--- src/rtl/pipecpu_dbgctl.sv ---
// pipecpu_dbgctl: run/halt/step clock-enable controller and register-file dump streamer for pipecpu.
// Optional PC breakpoint comparator: define BREAKPOINT_EN to add bp_en/bp_addr.
module pipecpu_dbgctl #(
  parameter bit RESET_RUN = 1'b0,
  parameter int CNT_W     = 16,
  parameter int NREG      = 32
) (
  input  logic             clk,
  input  logic             rst,
  input  logic             cmd_valid,
  output logic             cmd_ready,
  input  logic [1:0]       cmd_op,
  input  logic [CNT_W-1:0] cmd_arg,
  input  logic [31:0]      pc,
  output logic [4:0]       reg_sel,
  input  logic [31:0]      reg_data,
  output logic             dump_valid,
  input  logic             dump_ready,
  output logic [4:0]       dump_idx,
  output logic [31:0]      dump_data,
  output logic             cpu_en,
  output logic             halted,
  output logic [1:0]       halt_cause,
  output logic [31:0]      cyc_cnt,
`ifdef BREAKPOINT_EN
  input  logic             bp_en,
  input  logic [31:0]      bp_addr,
`endif
  output logic [2:0]       dbg_state
);

  // Both channels are valid/ready: a transfer happens on a rising clk edge where
  // valid && ready; the sender holds payload stable while valid && !ready.
  typedef enum logic [2:0] {
    S_HALT = 3'd0,
    S_RUN  = 3'd1,
    S_STEP = 3'd2,
    S_DSEL = 3'd3,
    S_DOUT = 3'd4
  } state_t;

  localparam logic [1:0] OP_RUN     = 2'b00;
  localparam logic [1:0] OP_HALT    = 2'b01;
  localparam logic [1:0] OP_STEP    = 2'b10;
  localparam logic [1:0] OP_DUMP    = 2'b11;
  localparam logic [1:0] CAUSE_CMD  = 2'b00;
  localparam logic [1:0] CAUSE_STEP = 2'b01;
  localparam logic [1:0] CAUSE_BP   = 2'b10;
  localparam state_t     S_RESET    = RESET_RUN ? S_RUN : S_HALT;

  state_t             state_q, state_d;
  logic [CNT_W-1:0]   step_cnt_q, step_cnt_d;
  logic [4:0]         idx_q, idx_d;
  logic               dump_valid_q, dump_valid_d;
  logic [4:0]         dump_idx_q, dump_idx_d;
  logic [31:0]        dump_data_q, dump_data_d;
  logic [1:0]         cause_q, cause_d;
  logic [31:0]        cyc_cnt_q, cyc_cnt_d;
  logic               bp_hit;

`ifdef BREAKPOINT_EN
  // first_q masks the comparator for one cycle so a resume from the breakpoint PC advances.
  logic first_q, first_d;
  assign first_d = (state_q == S_HALT) && ((state_d == S_RUN) || (state_d == S_STEP));
  assign bp_hit  = bp_en && (pc == bp_addr) && !first_q;

  always_ff @(posedge clk) begin
    if (rst) first_q <= RESET_RUN;
    else     first_q <= first_d;
  end
`else
  logic unused_pc;
  assign unused_pc = ^pc;
  assign bp_hit    = 1'b0;
`endif

  always_comb begin
    state_d      = state_q;
    step_cnt_d   = step_cnt_q;
    idx_d        = idx_q;
    dump_valid_d = dump_valid_q;
    dump_idx_d   = dump_idx_q;
    dump_data_d  = dump_data_q;
    cause_d      = cause_q;
    cmd_ready    = 1'b0;
    cpu_en       = 1'b0;
    case (state_q)
      S_HALT: begin
        cmd_ready = 1'b1;
        if (cmd_valid) begin
          case (cmd_op)
            OP_RUN:  state_d = S_RUN;
            OP_STEP: begin
              if (cmd_arg != '0) begin
                state_d    = S_STEP;
                step_cnt_d = cmd_arg;
              end else begin
                cause_d = CAUSE_STEP;
              end
            end
            OP_DUMP: begin
              state_d = S_DSEL;
              idx_d   = '0;
            end
            default: ;
          endcase
        end
      end
      S_RUN: begin
        cmd_ready = (cmd_op == OP_HALT);
        cpu_en    = !bp_hit;
        if (cmd_valid && cmd_ready) begin
          state_d = S_HALT;
          cause_d = CAUSE_CMD;
        end else if (bp_hit) begin
          state_d = S_HALT;
          cause_d = CAUSE_BP;
        end
      end
      S_STEP: begin
        cmd_ready = (cmd_op == OP_HALT);
        cpu_en    = !bp_hit && (step_cnt_q != '0);
        if (cpu_en) step_cnt_d = step_cnt_q - 1'b1;
        if (cmd_valid && cmd_ready) begin
          state_d = S_HALT;
          cause_d = CAUSE_CMD;
        end else if (bp_hit) begin
          state_d = S_HALT;
          cause_d = CAUSE_BP;
        end else if (step_cnt_q <= CNT_W'(1)) begin
          state_d = S_HALT;
          cause_d = CAUSE_STEP;
        end
      end
      S_DSEL: begin
        state_d      = S_DOUT;
        dump_valid_d = 1'b1;
        dump_idx_d   = idx_q;
        dump_data_d  = reg_data;
      end
      S_DOUT: begin
        if (dump_ready) begin
          dump_valid_d = 1'b0;
          if (idx_q == 5'(NREG - 1)) begin
            state_d = S_HALT;
          end else begin
            idx_d   = idx_q + 1'b1;
            state_d = S_DSEL;
          end
        end
      end
      default: state_d = S_HALT;
    endcase
  end

  assign cyc_cnt_d = cyc_cnt_q + 32'(cpu_en);

  always_ff @(posedge clk) begin
    if (rst) begin
      state_q      <= S_RESET;
      step_cnt_q   <= '0;
      idx_q        <= '0;
      dump_valid_q <= 1'b0;
      dump_idx_q   <= '0;
      dump_data_q  <= '0;
      cause_q      <= CAUSE_CMD;
      cyc_cnt_q    <= '0;
    end else begin
      state_q      <= state_d;
      step_cnt_q   <= step_cnt_d;
      idx_q        <= idx_d;
      dump_valid_q <= dump_valid_d;
      dump_idx_q   <= dump_idx_d;
      dump_data_q  <= dump_data_d;
      cause_q      <= cause_d;
      cyc_cnt_q    <= cyc_cnt_d;
    end
  end

  assign reg_sel    = idx_q;
  assign dump_valid = dump_valid_q;
  assign dump_idx   = dump_idx_q;
  assign dump_data  = dump_data_q;
  assign halt_cause = cause_q;
  assign cyc_cnt    = cyc_cnt_q;
  assign halted     = (state_q == S_HALT) || (state_q == S_DSEL) || (state_q == S_DOUT);
  assign dbg_state  = state_q;

endmodule

--- config.mk ---
export PLATFORM = sky130hd
export DESIGN_NAME = pipecpu_dbgctl
export DESIGN_NICKNAME = d
export VERILOG_FILES = /design/src/rtl/pipecpu_dbgctl.sv
export SDC_FILE = /design/constraint.sdc
export NUM_CORES = 1
export LEC_CHECK = 0
export ABC_CLOCK_PERIOD_IN_PS = 3000
export CAP_MARGIN = 20
export CORE_MARGIN = 2
export CORE_UTILIZATION = 57
export CTS_CLUSTER_DIAMETER = 60
export DETAILED_ROUTE_END_ITERATION = 8
export DONT_BUFFER_PORTS = 1
export PLACE_DENSITY = 0.75
export SLEW_MARGIN = 20
export SYNTH_ARGS = -nofsm -noshare
export SYNTH_HDL_FRONTEND = slang
export SYNTH_SLANG_ARGS = --single-unit
--- constraint.sdc ---
create_clock -name clk -period 3 [get_ports clk]
set_input_delay 0.15 -clock clk [delete_from_list [all_inputs] [get_ports clk]]
set_output_delay 0.15 -clock clk [all_outputs]
set_load 0.05 [all_outputs]
==> summary.md, run 1 <==
| Metric | Value |
|---|---|
| Status | `finished, final reports clean` |
| Leading cell type in the layout, fill and taps excluded | `dfxtp_1` |
| Drt initial violations | `138` |
| Reg2Reg Launch Point | `step_cnt_q[1]` |
| Psw | `981 uW` |
| Antenna cell count | `0` |
| Worst-path cell chain | `inv_1 -> ha_1 -> nor3b_1 -> nand2_2 -> o21ai_4 -> o21ai_4 -> ha_1 -> nand2_1 -> nor3_1 -> nand4_1 -> xor2_1 -> nor2_1` |
| Antenna-violating nets left | `0` |
| Clock share of power | `0.289` |
| Vias in the first global route | `4,008` |
| CP top delay family | `simple AND/OR/NAND/NOR gates` |
| Min-delay worst type | `input port to register` |
| Worst-margin pin slew | `0.940 ns` |
| Worst-path fanout max | `7` |
| Rows | `32` |
| Worst Hold Depth | `2` |
| Final-layout fill cell count | `643` |
| PwrDens | `533 nW/um^2` |
| Worst EP required | `3.26 ns` |
| Sequential Area | `1900 um^2` |
| Routed Wire Length | `11.7 mm` |
| Sw frac | `0.339` |
| Fin nets | `702` |
| H-tree levels | `3` |
| Synthesized Nets | `651` |
| GR Overflow Total | `0` |
| Ys flop type | `dfxtp_1` |
| Detailed Place HPWL | `7.38 mm` |
| Initial antenna violation count | `0` |
| Worst Reg-to-Reg Cells | `12` |
| CP Launch Type | `register` |
| R2R Setup Slk | `0.14 ns` |
| Max Clock Freq | `350 MHz` |
| Seq cells post-synth | `95` |
| Final Setup Violations | `0` |
| Critical Path End Type | `register` |
| Max stage delay on crit path | `0.73 ns` |
| Root Buffer | `clkbuf_8` |
| Number of CTS-inserted buffers | `9` |
| Initial core utilization | `0.588` |
| Hold WS | `0.0242 ns` |
| Yosys warnings | `0` |
| CORE AREA | `7730 um^2` |
| Drt wl/cell | `16.4 um` |
| Crit path time final | `2.86 ns` |
| Tot Pwr | `2.89 mW` |
| # IOs | `169` |
| Total negative slack | `0 ns` |
| Share of cells above drive strength 1 | `0.126` |
| Worst skew pair latency | `0.37 ns` |
| Max cap viols | `0` |
| DR vias | `4,247` |
| Cells after Synth | `556` |
| Ys async rst share | `0` |
| Die X | `93.3 um` |
| Die Ht | `93.3 um` |
| Area Overhead vs Synth | `19.6%` |
| WHS Endpoint | `step_cnt_q[12]` |
| Total GRT Usage | `0.269` |
| CP Data Arrival Time | `3.11 ns` |
| Die ar. | `8700 um^2` |
| Count of cell types in the netlist | `61` |
| P_leak | `1.98 nW` |
| Worst Path Class, Setup | `register to register` |
| Final Max Slew Viols | `0` |
| EDFF count, synth | `0` |
| Post-Synthesis Mean Instance Area | `8.17 um^2` |
| Clock slew at reported path FFs | `0.10 ns` |
| First-pass DRT Iterations | `5` |
| Worst path buffer plus inverter count | `1` |
| Placed cells | `659` |
| Largest net degree at the start of global routing | `108` |
| Clock tree from TritonCTS | `yes` |
| Vias/cell | `5.95` |
| Most frequent cells in the layout | `dfxtp_1, nand2_1, a21oi_1` |
| Global-route wire length before repair | `18.9 mm` |
| Register share of total power | `0.476` |
| Worst VDD drop | `289 uV` |
| Finished Layout Cells | `714` |
| Clock skew | `0.00673 ns` |
| Synthesized area | `4540 um^2` |
| Internal power | `1.91 mW` |
| CP max-delay cell | `nor3_1` |
| Post-route DRC violation count | `0` |
| Slew HR | `0.369` |
| Area of the multi-input gates | `2520 um^2` |
| Final period util | `0.952` |
| GPL Wtd Cong | `0.847` |
| Worst r2r dst | `cyc_cnt[19]` |
| Clk sinks | `95` |
| Hold Path Origin | `cmd_arg[12]` |
| Power share of the combinational group | `0.235` |
| Endpoints failing hold | `0` |
| Sequential area share after synthesis | `0.419` |
| CTS Buffer Depth | `2` |
| IO Port Bufs | `0` |
[registers in the layout, summed over array words and instances, names as in the netlist]
register / count
dump_data: 32
halt_cause: 1
step_cnt_q: 16
cyc_cnt: 32
reg_sel: 5
dump_valid: 1
dbg_state: 3
dump_idx: 5
[Yosys cell counts, drive strengths merged (3+ instances only)]
library cell / instances / area, um^2
dfxtp: 95 / 1900
nand2: 92 / 345
a21oi: 65 / 325
nor2: 59 / 229
clkbuf: 21 / 78.8
xnor2: 19 / 166
nor4: 17 / 106
nand3: 16 / 80.1
nand2b: 14 / 87.6
nor3: 13 / 70.1
o32ai: 13 / 114
and3: 11 / 68.8
xor2: 11 / 96.3
buf: 10 / 68.8
nand4: 10 / 62.6
ha: 9 / 113
a22oi: 8 / 65.1
inv: 8 / 30.0
o21ai: 7 / 46.3
and4: 5 / 43.8
or4: 5 / 45.0
nor2b: 4 / 25.0
or3: 4 / 40.0
a211oi: 3 / 27.5
o31ai: 3 / 36.3
[per-stage QoR]
stage,setup WS (ns),utilization,instance area [um^2]
final,0.143,0.703,5430
after global routing,-0.00172,0.703,5430
after CTS,0.0807,0.698,5400
after detailed placement,0.121,0.621,4800
after global placement,0.214,0.621,4800
after floorplan,0.0110,-,4580
[kinds of logic (layout without fill, tap and decap cells)]
group | count (synthesis) | after routing | synth area share
AO/OA/AOI/OAI | 117 | 117 | 0.166
multiplexers | 2 | 2 | 0.00441
other | 1 | 1 | 0.000826
flip-flops | 95 | 95 | 0.419
XOR/XNOR | 30 | 30 | 0.0579
adder cells (fa/ha/maj) | 9 | 9 | 0.0248
buffers and inverters | 40 | 96 | 0.0410
AND/OR/NAND/NOR | 262 | 262 | 0.286
[final cells by class]
type	instances	area share
sequential	95	0.351
inverter	8	0.00553
clock inverter	6	0.00945
multi-input combinational	421	0.465
clock buffer	10	0.0253
timing repair buffer	72	0.121
tap	102	0.0235
[layer usage]
metal | track usage | share of wire | up-vias
met5 | 0 | 0 | -
met4 | 0.119 | 0.027 | 0
met3 | 0.0669 | 0.073 | 31
met2 | 0.455 | 0.50 | 161
met1 | 0.323 | 0.40 | 1990
li1 | - | - | 2065
[worst max-delay path by stage]
stage	cells after the start	startpoint	endpoint
after floorplan	12	step_cnt_q[11]	cyc_cnt[24]
after global placement	11	step_cnt_q[12]	cyc_cnt[24]
after detailed placement	11	step_cnt_q[12]	cyc_cnt[26]
after CTS	11	step_cnt_q[12]	cyc_cnt[26]
after global routing	11	step_cnt_q[12]	cyc_cnt[26]
final	12	step_cnt_q[1]	cyc_cnt[19]
[worst register-to-register path: stages (launching register included)]
cell and delay (ns):
dfxtp_1 0.40, inv_1 0.10, ha_1 0.23, nor3b_1 0.18, nand2_2 0.15, o21ai_4 0.09, o21ai_4 0.07, ha_1 0.21
nand2_1 0.09, nor3_1 0.73, nand4_1 0.24, xor2_1 0.22, nor2_1 0.06
[power by group through the flow]
stage	registers (mW)	clock network, mW	logic, mW
6_report	1.38	0.836	0.679
5_1_grt	1.38	0.911	0.741
2_1_floorplan	1.43	0	0.462
4_1_cts	1.38	0.853	0.673
3_5_place_dp	1.41	0	0.606
3_3_place_gp	1.40	0	0.596
[timing repair]
| item | in CTS | in global routing |
|---|---|---|
| setup endpoints to repair | 0 | 10 |
| buffers inserted | 0 | 0 |
| hold endpoints to repair | 94 | 0 |
| resized for setup | 0 | 7 |
| hold buffers | 39 | 0 |
Power figures use the tool's default switching activity.
==> run 2, diff against run 1 <==
CORE_UTILIZATION = 25   (was 57)
PLACE_DENSITY = default   (was 0.75)
==> run 2 against run 1 <==
  * Die area is 120% higher
  * Register-to-register slack better by 0.03 ns
  * Core utilization shrank 38 points
  * Global-route usage shrank 14 points
  * Critical endpoint is now cyc_cnt[28]
  * Flip-flop and latch count stayed put
  * Critical path type unchanged
==> summary.md, run 2 (same netlist as run 1, synthesis figures left out) <==
| Metric | Value |
|---|---|
| Status | `finished, final reports clean` |
| Antenna-violating nets left | `0` |
| Placed Area | `5010 um^2` |
| Initial antenna violation count | `0` |
| CTS Buffer Depth | `2` |
| IO Port Bufs | `0` |
| Most frequent cells in the layout | `dfxtp_1, nand2_1, a21oi_1` |
| Worst Path Class, Setup | `register to register` |
| Clk sinks | `95` |
| Largest net degree at the start of global routing | `108` |
| Die X | `139 um` |
| Clock tree from TritonCTS | `yes` |
| Die Ht | `139 um` |
| Area of the multi-input gates | `2510 um^2` |
| Drt initial violations | `262` |
| Number of CTS-inserted buffers | `9` |
| Worst VDD drop | `335 uV` |
| CP Data Arrival Time | `3.04 ns` |
| Total GRT Usage | `0.129` |
| Die ar. | `19,300 um^2` |
| Crit path time final | `2.82 ns` |
| Leading cell type in the layout, fill and taps excluded | `dfxtp_1` |
| Vias/cell | `4.88` |
| Worst EP required | `3.22 ns` |
| P_leak | `2.05 nW` |
| Worst-path fanout max | `6` |
| Area Overhead vs Synth | `26.1%` |
| PwrDens | `581 nW/um^2` |
| Finished Cell Area | `5730 um^2` |
| GR Overflow Total | `0` |
| H-tree levels | `3` |
| Max Clock Freq | `354 MHz` |
| Clock skew | `0.0154 ns` |
| Max cap viols | `0` |
| Critical Path End Type | `register` |
| Rows | `49` |
| Global-route wire length before repair | `20.3 mm` |
| Worst skew pair latency | `0.35 ns` |
| Clock slew at reported path FFs | `0.07 ns` |
| Total negative slack | `0 ns` |
| DR vias | `4,121` |
| Post-route DRC violation count | `0` |
| CP Launch Type | `register` |
| # IOs | `169` |
| Vias in the first global route | `3,921` |
| Detailed Place HPWL | `8.40 mm` |
| Final Setup Violations | `0` |
| First-pass DRT Iterations | `4` |
| Final period util | `0.941` |
| Final-layout fill cell count | `1,903` |
| Setup Fix Bufs, Post-CTS | `0` |
| Final Max Slew Viols | `0` |
| RSZ-0062 raised after global routing | `no` |
| Endpoints failing hold | `0` |
| Sequential Area | `1900 um^2` |
| Fin nets | `705` |
| Drt wl/cell | `14.9 um` |
| Slew HR | `0.416` |
| Min-delay worst type | `input port to register` |
| Routed Wire Length | `12.6 mm` |
| CORE AREA | `17,900 um^2` |
| GPL Wtd Cong | `0.787` |
| Share of cells above drive strength 1 | `0.133` |
| Initial core utilization | `0.254` |
| Worst-margin pin slew | `0.870 ns` |
| Antenna cell count | `0` |
| Root Buffer | `clkbuf_16` |
-- run 2: cell count changes in the layout (fill, tap and decap cells not counted), sizes merged, moves of 2 or more --
cell	delta
buf	+7
dlygate4sd3	-4
bufinv	+2
clkinvlp	+2
inv	-2
-- run 2: through the flow --
step                total power [mW]  utilization  cells  setup WS (ns)  hold WS (ns)
floorplan                       1.90            -    556         0.0110         0.286
global placement                2.02        0.280    793          0.139         0.229
detailed placement              2.02        0.280    793          0.134         0.227
CTS                             3.39        0.319    844         0.0970        0.0110
global route                    3.50        0.320    844         0.0208        0.0388
finish                          3.33        0.320    844          0.178        0.0282
-- run 2: path summary, 6_finish.rpt --
| kind | from | endpoint | slack (ns) | depth (start not counted) |
|---|---|---|---|---|
| setup / recovery | step_cnt_q[12] | cyc_cnt[28] | 0.18 | 11 |
| hold / removal | cmd_arg[2] | step_cnt_q[2] | 0.03 | 2 |
| setup reg to reg | step_cnt_q[12] | cyc_cnt[28] | 0.18 | 11 |
| hold reg to reg | step_cnt_q[10] | step_cnt_q[10] | 0.49 | 2 |
-- run 2: final cells by class --
cell class	count	share of cell area
inverters	8	0.00524
well taps	229	0.0500
clock buffers	9	0.0393
repair buffers	75	0.117
multi-input cells	421	0.438
clock inverters	7	0.0181
flip-flops and latches	95	0.332
-- run 2: report_power, final --
part	total (mW)	switching (mW)	internal, mW
Sequential	1.38	0.0737	1.30
Clock	1.27	0.531	0.741
Combinational	0.681	0.411	0.270
-- run 2: per-layer routing --
layer	track usage	vias up	wire length [um]
met4	0.0457	0	189
met2	0.211	105	5900
met5	0	-	0
met3	0.0459	10	894
li1	-	2080	-
met1	0.158	1926	5620
-- run 2: critical path: stages, from the launching register on --
cell	delay, ns
dfxtp_1	0.35
or4_4	0.55
or3_4	0.39
o21ai_4	0.17
o21ai_4	0.09
ha_1	0.21
ha_1	0.24
and4_1	0.29
nand2_4	0.12
nor4_1	0.07
xnor2_1	0.16
nor2_1	0.05
-- run 2: what timing repair did --
item                                   in CTS  in global routing
endpoints found under the hold margin      94                  0
hold buffers                               35                  0
setup endpoints to repair                   0                  6
gates resized for setup                     0                  5
==> run 3, diff against run 2 <==
SETUP_SLACK_MARGIN = 0.5   (was default)
==> run 3 against run 2 <==
  * The flow now finishes with violations (hold timing)
  * Sequential share of layout area shrank 1.3 points
  * Critical endpoint is now cyc_cnt[14]
  * Design area increased by 4.6%
  * Wire length rose by 4.9%
  * Clock skew down 0.0034 ns
  * Combinational power is 6.2% lower
  * Setup slack improved by 0.24 ns
  * Largest cell class unchanged
  * Critical path depth is 1 higher
  * Clock power fell by 8%
  * Global-route usage rose by 0.52 points
  * Cell count grew 1.7%
  * Critical path type unchanged
==> summary.md, run 3 (same netlist as run 1, synthesis figures left out) <==
| Metric | Value |
|---|---|
| Status | `finished with violations` |
| Failing checks | `hold timing` |
| Max cap viols | `0` |
| Max Clock Freq | `388 MHz` |
| Die Ht | `139 um` |
| Worst-path fanout max | `4` |
| GPL Wtd Cong | `0.771` |
| Largest net degree at the start of global routing | `110` |
| Final Max Slew Viols | `0` |
| Worst EP required | `3.25 ns` |
| Final Setup Violations | `0` |
| Total negative slack | `0 ns` |
| Antenna cell count | `0` |
| Hold_buf cts | `40` |
| H-tree levels | `3` |
| Final-layout fill cell count | `1,873` |
| Clock slew at reported path FFs | `0.07 ns` |
| Drt wl/cell | `15.4 um` |
| CTS Buffer Depth | `2` |
| Finished Cell Area | `5990 um^2` |
| Drt initial violations | `199` |
| GR Overflow Total | `0` |
| Worst VDD drop | `272 uV` |
| DR vias | `4,175` |
| Share of cells above drive strength 1 | `0.184` |
| Clock tree from TritonCTS | `yes` |
| Endpoints failing hold | `53` |
| Crit path time final | `2.58 ns` |
| # IOs | `169` |
| Antenna-violating nets left | `0` |
| Clk sinks | `95` |
| Rows | `49` |
| Final Util | `0.335` |
| Die ar. | `19,300 um^2` |
| RSZ-0062 raised after global routing | `yes` |
| Routed Wire Length | `13.2 mm` |
| CORE AREA | `17,900 um^2` |
| Worst skew pair latency | `0.34 ns` |
| P_leak | `2.29 nW` |
| Clock skew | `0.0120 ns` |
| Worst Slack Setup Final | `0.421 ns` |
| Slew HR | `0.414` |
| Sequential Area | `1910 um^2` |
| Root Buffer | `clkbuf_16` |
| Hold WS | `-0.136 ns` |
| Initial core utilization | `0.254` |
| Vias/cell | `4.87` |
| IO Port Bufs | `0` |
| CP Launch Type | `register` |
| Final period util | `0.860` |
| Area of the multi-input gates | `2700 um^2` |
| Number of CTS-inserted buffers | `9` |
| Critical Path End Type | `register` |
| Die X | `139 um` |
| Post-route DRC violation count | `0` |
| Detailed Place HPWL | `8.67 mm` |
| Area Overhead vs Synth | `32.0%` |
| Initial antenna violation count | `0` |
| PwrDens | `536 nW/um^2` |
| Dpl ws | `0.338 ns` |
| Fin nets | `719` |
| CP Data Arrival Time | `2.82 ns` |
| First-pass DRT Iterations | `6` |
| Placed Area | `5060 um^2` |
| Total GRT Usage | `0.135` |
| Global-route wire length before repair | `21.1 mm` |
| Vias in the first global route | `3,985` |
| Most frequent cells in the layout | `dfxtp_1, nand2_1, a21oi_1` |
| Worst Path Class, Setup | `register to register` |
| Worst-margin pin slew | `0.877 ns` |
| Min-delay worst type | `input port to register` |
| Leading cell type in the layout, fill and taps excluded | `dfxtp_1` |
[run 3: worst paths after layout]
| path | end | slack (ns) | cells past startpoint | start |
|---|---|---|---|---|
| worst max-delay path | cyc_cnt[14] | 0.42 | 12 | step_cnt_q[12] |
| worst min-delay path | step_cnt_q[1] | -0.14 | 1 | rst |
| worst max register to register | cyc_cnt[14] | 0.42 | 12 | step_cnt_q[12] |
| worst min register to register | step_cnt_q[14] | 0.49 | 2 | step_cnt_q[14] |
[run 3: stage by stage]
| step | instances | total power, mW |
|---|---|---|
| after detailed placement | 792 | 2.02 |
| after CTS | 855 | 3.26 |
| final | 858 | 3.21 |
| after global placement | 792 | 2.02 |
| after floorplan | 556 | 1.90 |
| after global routing | 858 | 3.37 |
[run 3: per-layer routing]
metal  vias up  wire length, um  track usage
met4         0              278       0.0399
met3        14              948       0.0580
li1       2104                -            -
met1      1960             5730        0.161
met2        97             6270        0.220
met5         -                0            0
[run 3: repair_timing]
| item | in CTS | in global routing |
|---|---|---|
| resized for setup | 13 | 20 |
| hold endpoints to repair | 93 | 53 |
| endpoints found under the setup margin | 23 | 27 |
| pin swaps | 8 | 9 |
| buffers inserted | 7 | 3 |
[run 3: layout make-up]
class,count,area share
clock buffers,10,0.0382
clock inverters,6,0.0111
inverters,8,0.00501
multi-input cells,421,0.450
flip-flops and latches,95,0.319
well taps,229,0.0478
repair buffers,89,0.129
[run 3: report_power, final]
part,total [mW],switching [mW],internal [mW]
clock network,1.17,0.517,0.652
registers,1.41,0.102,1.30
logic,0.639,0.369,0.270
total,3.21,0.988,2.23
[run 3: critical path, cell delays in order, from the launching register on]
cell     delay (ns)
dfxtp_4        0.34
or4_4          0.53
or3_4          0.36
o21ai_4        0.17
o21ai_4        0.10
ha_4           0.18
ha_4           0.16
nand4_1        0.15
nor4_4         0.05
buf_4          0.17
buf_6          0.12
xnor2_2        0.11
nor2_1         0.05
